### src/rtl/sync_to_oneof2_tx.sv
// Clocked-to-dual-rail (1-of-2, four-phase RTZ) transmitter with enable-style ack.
// Define SYNC_TX_FIFO_EN to replace the single holding register with a 2**FIFO_AW-entry FIFO.
module sync_to_oneof2_tx #(
  parameter int WIDTH       = 8,
  parameter int SYNC_STAGES = 2,
  parameter int FIFO_AW     = 2
) (
  input  logic                 clk,
  input  logic                 reset_n,
  input  logic                 in_valid,
  output logic                 in_ready,
  input  logic [WIDTH-1:0]     in_data,
  output logic [2*WIDTH-1:0]   L,
  input  logic                 Le,
  output logic                 busy,
  output logic [15:0]          tx_count
);

  typedef enum logic [1:0] {IDLE, DATA, RTZ} state_e;

  state_e                 state_q;
  logic [2*WIDTH-1:0]     rails_q;
  logic [15:0]            txCount_q;
  logic [SYNC_STAGES-1:0] leSync_q;
  logic                   leS;
  logic                   push;
  logic                   pop;
  logic                   wordAvail;
  logic [WIDTH-1:0]       headData;

  function automatic logic [2*WIDTH-1:0] encodeRails(input logic [WIDTH-1:0] w);
    logic [2*WIDTH-1:0] r;
    r = '0;
    for (int i = 0; i < WIDTH; i++) begin
      r[2*i+1] = w[i];
      r[2*i]   = ~w[i];
    end
    return r;
  endfunction

  // Le is fully asynchronous; only the last synchronizer stage is ever used.
  always_ff @(posedge clk or negedge reset_n) begin
    if (!reset_n) begin
      leSync_q <= '0;
    end else begin
      leSync_q <= {leSync_q[SYNC_STAGES-2:0], Le};
    end
  end

  assign leS  = leSync_q[SYNC_STAGES-1];
  assign push = in_valid && in_ready;
  assign pop  = (state_q == IDLE) && wordAvail && leS;

`ifdef SYNC_TX_FIFO_EN
  localparam int                 DEPTH      = 2**FIFO_AW;
  localparam logic [FIFO_AW:0]   FULL_COUNT = (FIFO_AW+1)'(DEPTH);
  localparam logic [FIFO_AW-1:0] PTR_ONE    = FIFO_AW'(1);
  localparam logic [FIFO_AW:0]   CNT_ONE    = (FIFO_AW+1)'(1);

  logic [WIDTH-1:0]   mem_q [DEPTH];
  logic [FIFO_AW-1:0] wrPtr_q;
  logic [FIFO_AW-1:0] rdPtr_q;
  logic [FIFO_AW:0]   count_q;
  logic [FIFO_AW:0]   count_d;

  always_comb begin
    count_d = count_q;
    case ({push, pop})
      2'b10:   count_d = count_q + CNT_ONE;
      2'b01:   count_d = count_q - CNT_ONE;
      default: count_d = count_q;
    endcase
  end

  always_ff @(posedge clk or negedge reset_n) begin
    if (!reset_n) begin
      wrPtr_q <= '0;
      rdPtr_q <= '0;
      count_q <= '0;
    end else begin
      if (push) wrPtr_q <= wrPtr_q + PTR_ONE;
      if (pop)  rdPtr_q <= rdPtr_q + PTR_ONE;
      count_q <= count_d;
    end
  end

  // Storage needs no reset; count_q alone decides what is valid.
  always_ff @(posedge clk) begin
    if (push) mem_q[wrPtr_q] <= in_data;
  end

  assign in_ready  = (count_q != FULL_COUNT);
  assign wordAvail = (count_q != '0);
  assign headData  = mem_q[rdPtr_q];
`else
  logic             holdValid_q;
  logic [WIDTH-1:0] holdData_q;

  // in_ready is low while full, so push and pop never coincide here.
  always_ff @(posedge clk or negedge reset_n) begin
    if (!reset_n) begin
      holdValid_q <= 1'b0;
      holdData_q  <= '0;
    end else if (push) begin
      holdValid_q <= 1'b1;
      holdData_q  <= in_data;
    end else if (pop) begin
      holdValid_q <= 1'b0;
    end
  end

  assign in_ready  = ~holdValid_q;
  assign wordAvail = holdValid_q;
  assign headData  = holdData_q;
`endif

  // Rails change only on IDLE->DATA and DATA->RTZ, always from a flop.
  always_ff @(posedge clk or negedge reset_n) begin
    if (!reset_n) begin
      state_q   <= IDLE;
      rails_q   <= '0;
      txCount_q <= '0;
    end else begin
      case (state_q)
        IDLE: begin
          if (pop) begin
            rails_q <= encodeRails(headData);
            state_q <= DATA;
          end
        end
        DATA: begin
          if (!leS) begin
            rails_q   <= '0;
            txCount_q <= txCount_q + 16'd1;
            state_q   <= RTZ;
          end
        end
        RTZ: begin
          if (leS) state_q <= IDLE;
        end
        default: begin
          rails_q <= '0;
          state_q <= IDLE;
        end
      endcase
    end
  end

  assign L        = rails_q;
  assign tx_count = txCount_q;
  assign busy     = (state_q != IDLE) || wordAvail;

endmodule

### config.mk
export PLATFORM = sky130hd
export DESIGN_NAME = sync_to_oneof2_tx
export DESIGN_NICKNAME = d
export VERILOG_FILES = /design/src/rtl/sync_to_oneof2_tx.sv
export SDC_FILE = /design/constraint.sdc
export NUM_CORES = 1
export LEC_CHECK = 0
export CORE_MARGIN = 2
export CORE_UTILIZATION = 52
export DETAILED_ROUTE_END_ITERATION = 8
export GPL_ROUTABILITY_DRIVEN = 0
export PLACE_DENSITY = 0.91
export SYNTH_ARGS = -nofsm -noshare
export SYNTH_HDL_FRONTEND = slang
export SYNTH_SLANG_ARGS = --single-unit
### constraint.sdc
create_clock -name clk -period 2.08 [get_ports clk]
set_input_delay 0.416 -clock clk [delete_from_list [all_inputs] [get_ports clk]]
set_output_delay 0.416 -clock clk [all_outputs]
set_load 0.02 [all_outputs]
==> reports/qor.txt <==
initial drt markers = 50
first-pass GRT wire length = 6240 um
ys flop type = dfrtp_1
share of cells above drive strength 1 = 0.126
final antenna-violating net count = 0
dpl hpwl = 2770 um
Max FO, Critical Path = 6
total congestion overflow = 0
FF-to-FF setup slack = 640 ps
Reg-to-Reg Start = leSync_q[1]
Post-synth ARST share = 1.00
Vias = 1,317
Root Buffer = clkbuf_4
Worst Tran Pin Value = 435 ps
register area share after synthesis = 0.613
CTS tree = yes
Final Hold Vio Count = 0
Chip Width = 63.4 um
CORE AREA = 0.00336 mm^2
Mapped Avg Cell Area = 11.8 um^2
Worst EP arrival = 1490 ps
Worst-path clk slew = 130 ps
clock sinks = 45
largest net degree at the start of global routing = 33
Worst setup EP type = output port
Max H-tree Level = 2
Adder-Cell Fraction of Synth Area = 0.00682
post-synthesis mux area share = 0.0552
Max Slew Vio Count = 0
vias in the first global route = 1,345
Nets = 219
Die Y = 63.4 um
utilization after layout = 0.725
most common cell in the netlist = dfrtp_1
minimum clock period = 1910 ps
CP Cell Sequence = clkdlybuf4s50_1
Worst EP required = 1660 ps
outcome = finished clean
max incr delay on CP = 650 ps
leading area contributor after synthesis = dfrtp_1
Ports = 46
Ant. Diodes = 0
num rows = 21
synthesized-area fraction occupied by xor and xnor cells = 0.0763
CP top delay family = buffers and inverters
CTS Buf Count = 5
DRC Markers = 0
Synth Area in Simple Gates = 0.166
drt pass-1 iters = 4
Hold Path Stages = 0
Slew HR = 0.710
share of the synthesized area in the top cell type = 0.613
Post-CTS Setup Bufs = 0
drt wl/cell = 14.8 um
antenna violations before repair = 0
area fraction in compound gates after synthesis = 0.0634
Hold Startpoint = leSync_q[0]
Post-Route WL = 3740 um
Worst path slowest cell = clkdlybuf4s50_1
LEAKAGE = 1.06 nW
Initial Util = 0.546
Clock Latency Late Sink = 360 ps
Synth cell types = 26
Worst R2R End = tx_count[14]
Post-synth EDFFs = 0
Die ar. = 0.00402 mm^2
hold worst-path end = leSync_q[1]
peak supply drop = 0.909 mV
fill cell count = 248
final setup violating endpoints = 0
syn_nets = 168
P&R area growth vs syn = 32.8%
crit path kind = reg2out
Layout Skew = 19.7 ps
Port Buffers = 45
Yosys reg bits = 45
setup TNS = 0 ps
Worst setup SP type = register
CTS Buffer Depth = 2
ranking of synthesized cells by area = dfrtp_1, xnor2_1, nand2_1
P per Cell Area = 1350 mW/mm^2
f_max = 525 MHz
CP bufs+invs = 1
Yosys warnings = 0
RSZ-0062 raised after global routing = no
fin crit share = 0.916
largest family of logic cells by synthesized area = simple AND/OR/NAND/NOR gates
path depth of the worst reg2reg path = 4
Vias/cell = 5.21
total track usage = 0.202
Syn Inst Count = 155
top cells by count, synth = dfrtp_1, nand2_1, xnor2_1
max cap viols = 0
worst hold-check path type = reg2reg
Netlist Area Pre-Place = 0.00184 mm^2
[how the worst max path moves through the flow]
stage | start | end | slack [ps] | depth (start not counted)
floorplan | state_q[0] | busy | 600 | 3
detailed placement | in_valid | headData[1] | 400 | 4
global route | holdValid_q | in_ready | 120 | 2
finish | tx_count[0] | tx_count[0] | 170 | 1
CTS | state_q[0] | busy | 50 | 3
global placement | in_valid | headData[5] | 470 | 4
[layout make-up]
| type | instances | area (um^2) | area share |
|---|---|---|---|
| Timing Repair Buffer | 50 | 488 | 0.200 |
| Multi-Input combinational cell | 103 | 674 | 0.277 |
| Sequential cell | 45 | 1130 | 0.463 |
| Clock buffer | 7 | 55.1 | 0.0226 |
| Tap cell | 46 | 57.6 | 0.0236 |
| Clock inverter | 1 | 30.0 | 0.0123 |
| Inverter | 1 | 3.75 | 0.00154 |
[power breakdown]
part / internal (mW) / total (mW) / leakage [nW] / switching (mW)
logic: 0.630 / 1.33 / 0.440 / 0.698
clock network: 0.287 / 0.551 / 0.0455 / 0.264
registers: 1.15 / 1.40 / 0.574 / 0.247
[stage by stage]
step / hold slack [ps] / std cells / power (mW) / worst slack (ps) / cell area [um^2]
floorplan: 120 / 155 / 2.15 / 598 / 1840
global placement: 336 / 244 / 2.66 / 471 / 2340
detailed placement: 342 / 244 / 2.75 / 396 / 2340
CTS: 368 / 253 / 3.30 / 45.2 / 2430
global route: 384 / 253 / 3.47 / 124 / 2440
finish: 365 / 253 / 3.28 / 174 / 2440
[per-layer routing]
| layer | vias to the layer above | global-route usage | part of all wire |
|---|---|---|---|
| li1 | 632 | - | - |
| met2 | 26 | 0.354 | 0.53 |
| met1 | 653 | 0.239 | 0.42 |
| met4 | 0 | 0.0679 | 0.012 |
| met3 | 6 | 0.0554 | 0.038 |
| met5 | - | 0 | 0 |
[sequential cells by signal, summed over array words and instances (netlist names)]
register,cells
L,16
tx_count,16
headData,8
leSync_q,2
state_q,2
holdValid_q,1
[kinds of logic after synthesis]
| group | Yosys count |
|---|---|
| and+or+nand+nor | 59 |
| DFF | 45 |
| AOI/OAI and AO/OA | 18 |
| xor gates and xnor gates | 16 |
| muxes | 9 |
| buffers and inverters | 7 |
| adders and majority gates | 1 |
[timing repair]
item / CTS / global route
hold endpoints to repair: 19 / 0
hold buffers: 1 / 0
setup endpoints to repair: 0 / 1
gates resized for setup: 0 / 3
[cell usage in the layout, fill, tap and decap left out, types with 5 or more instances in the layout]
| master | Yosys | routed |
|---|---|---|
| o21ai_1 | 8 | 8 |
| o31ai_1 | 8 | 8 |
| nand2_1 | 31 | 31 |
| clkdlybuf4s50_1 | 0 | 43 |
| xnor2_1 | 15 | 15 |
| nand3_1 | 7 | 7 |
| dfrtp_1 | 45 | 43 |
| mux2_2 | 9 | 9 |
| clkbuf_4 | 0 | 5 |
Note: power is estimated with default switching activity, not from simulation.
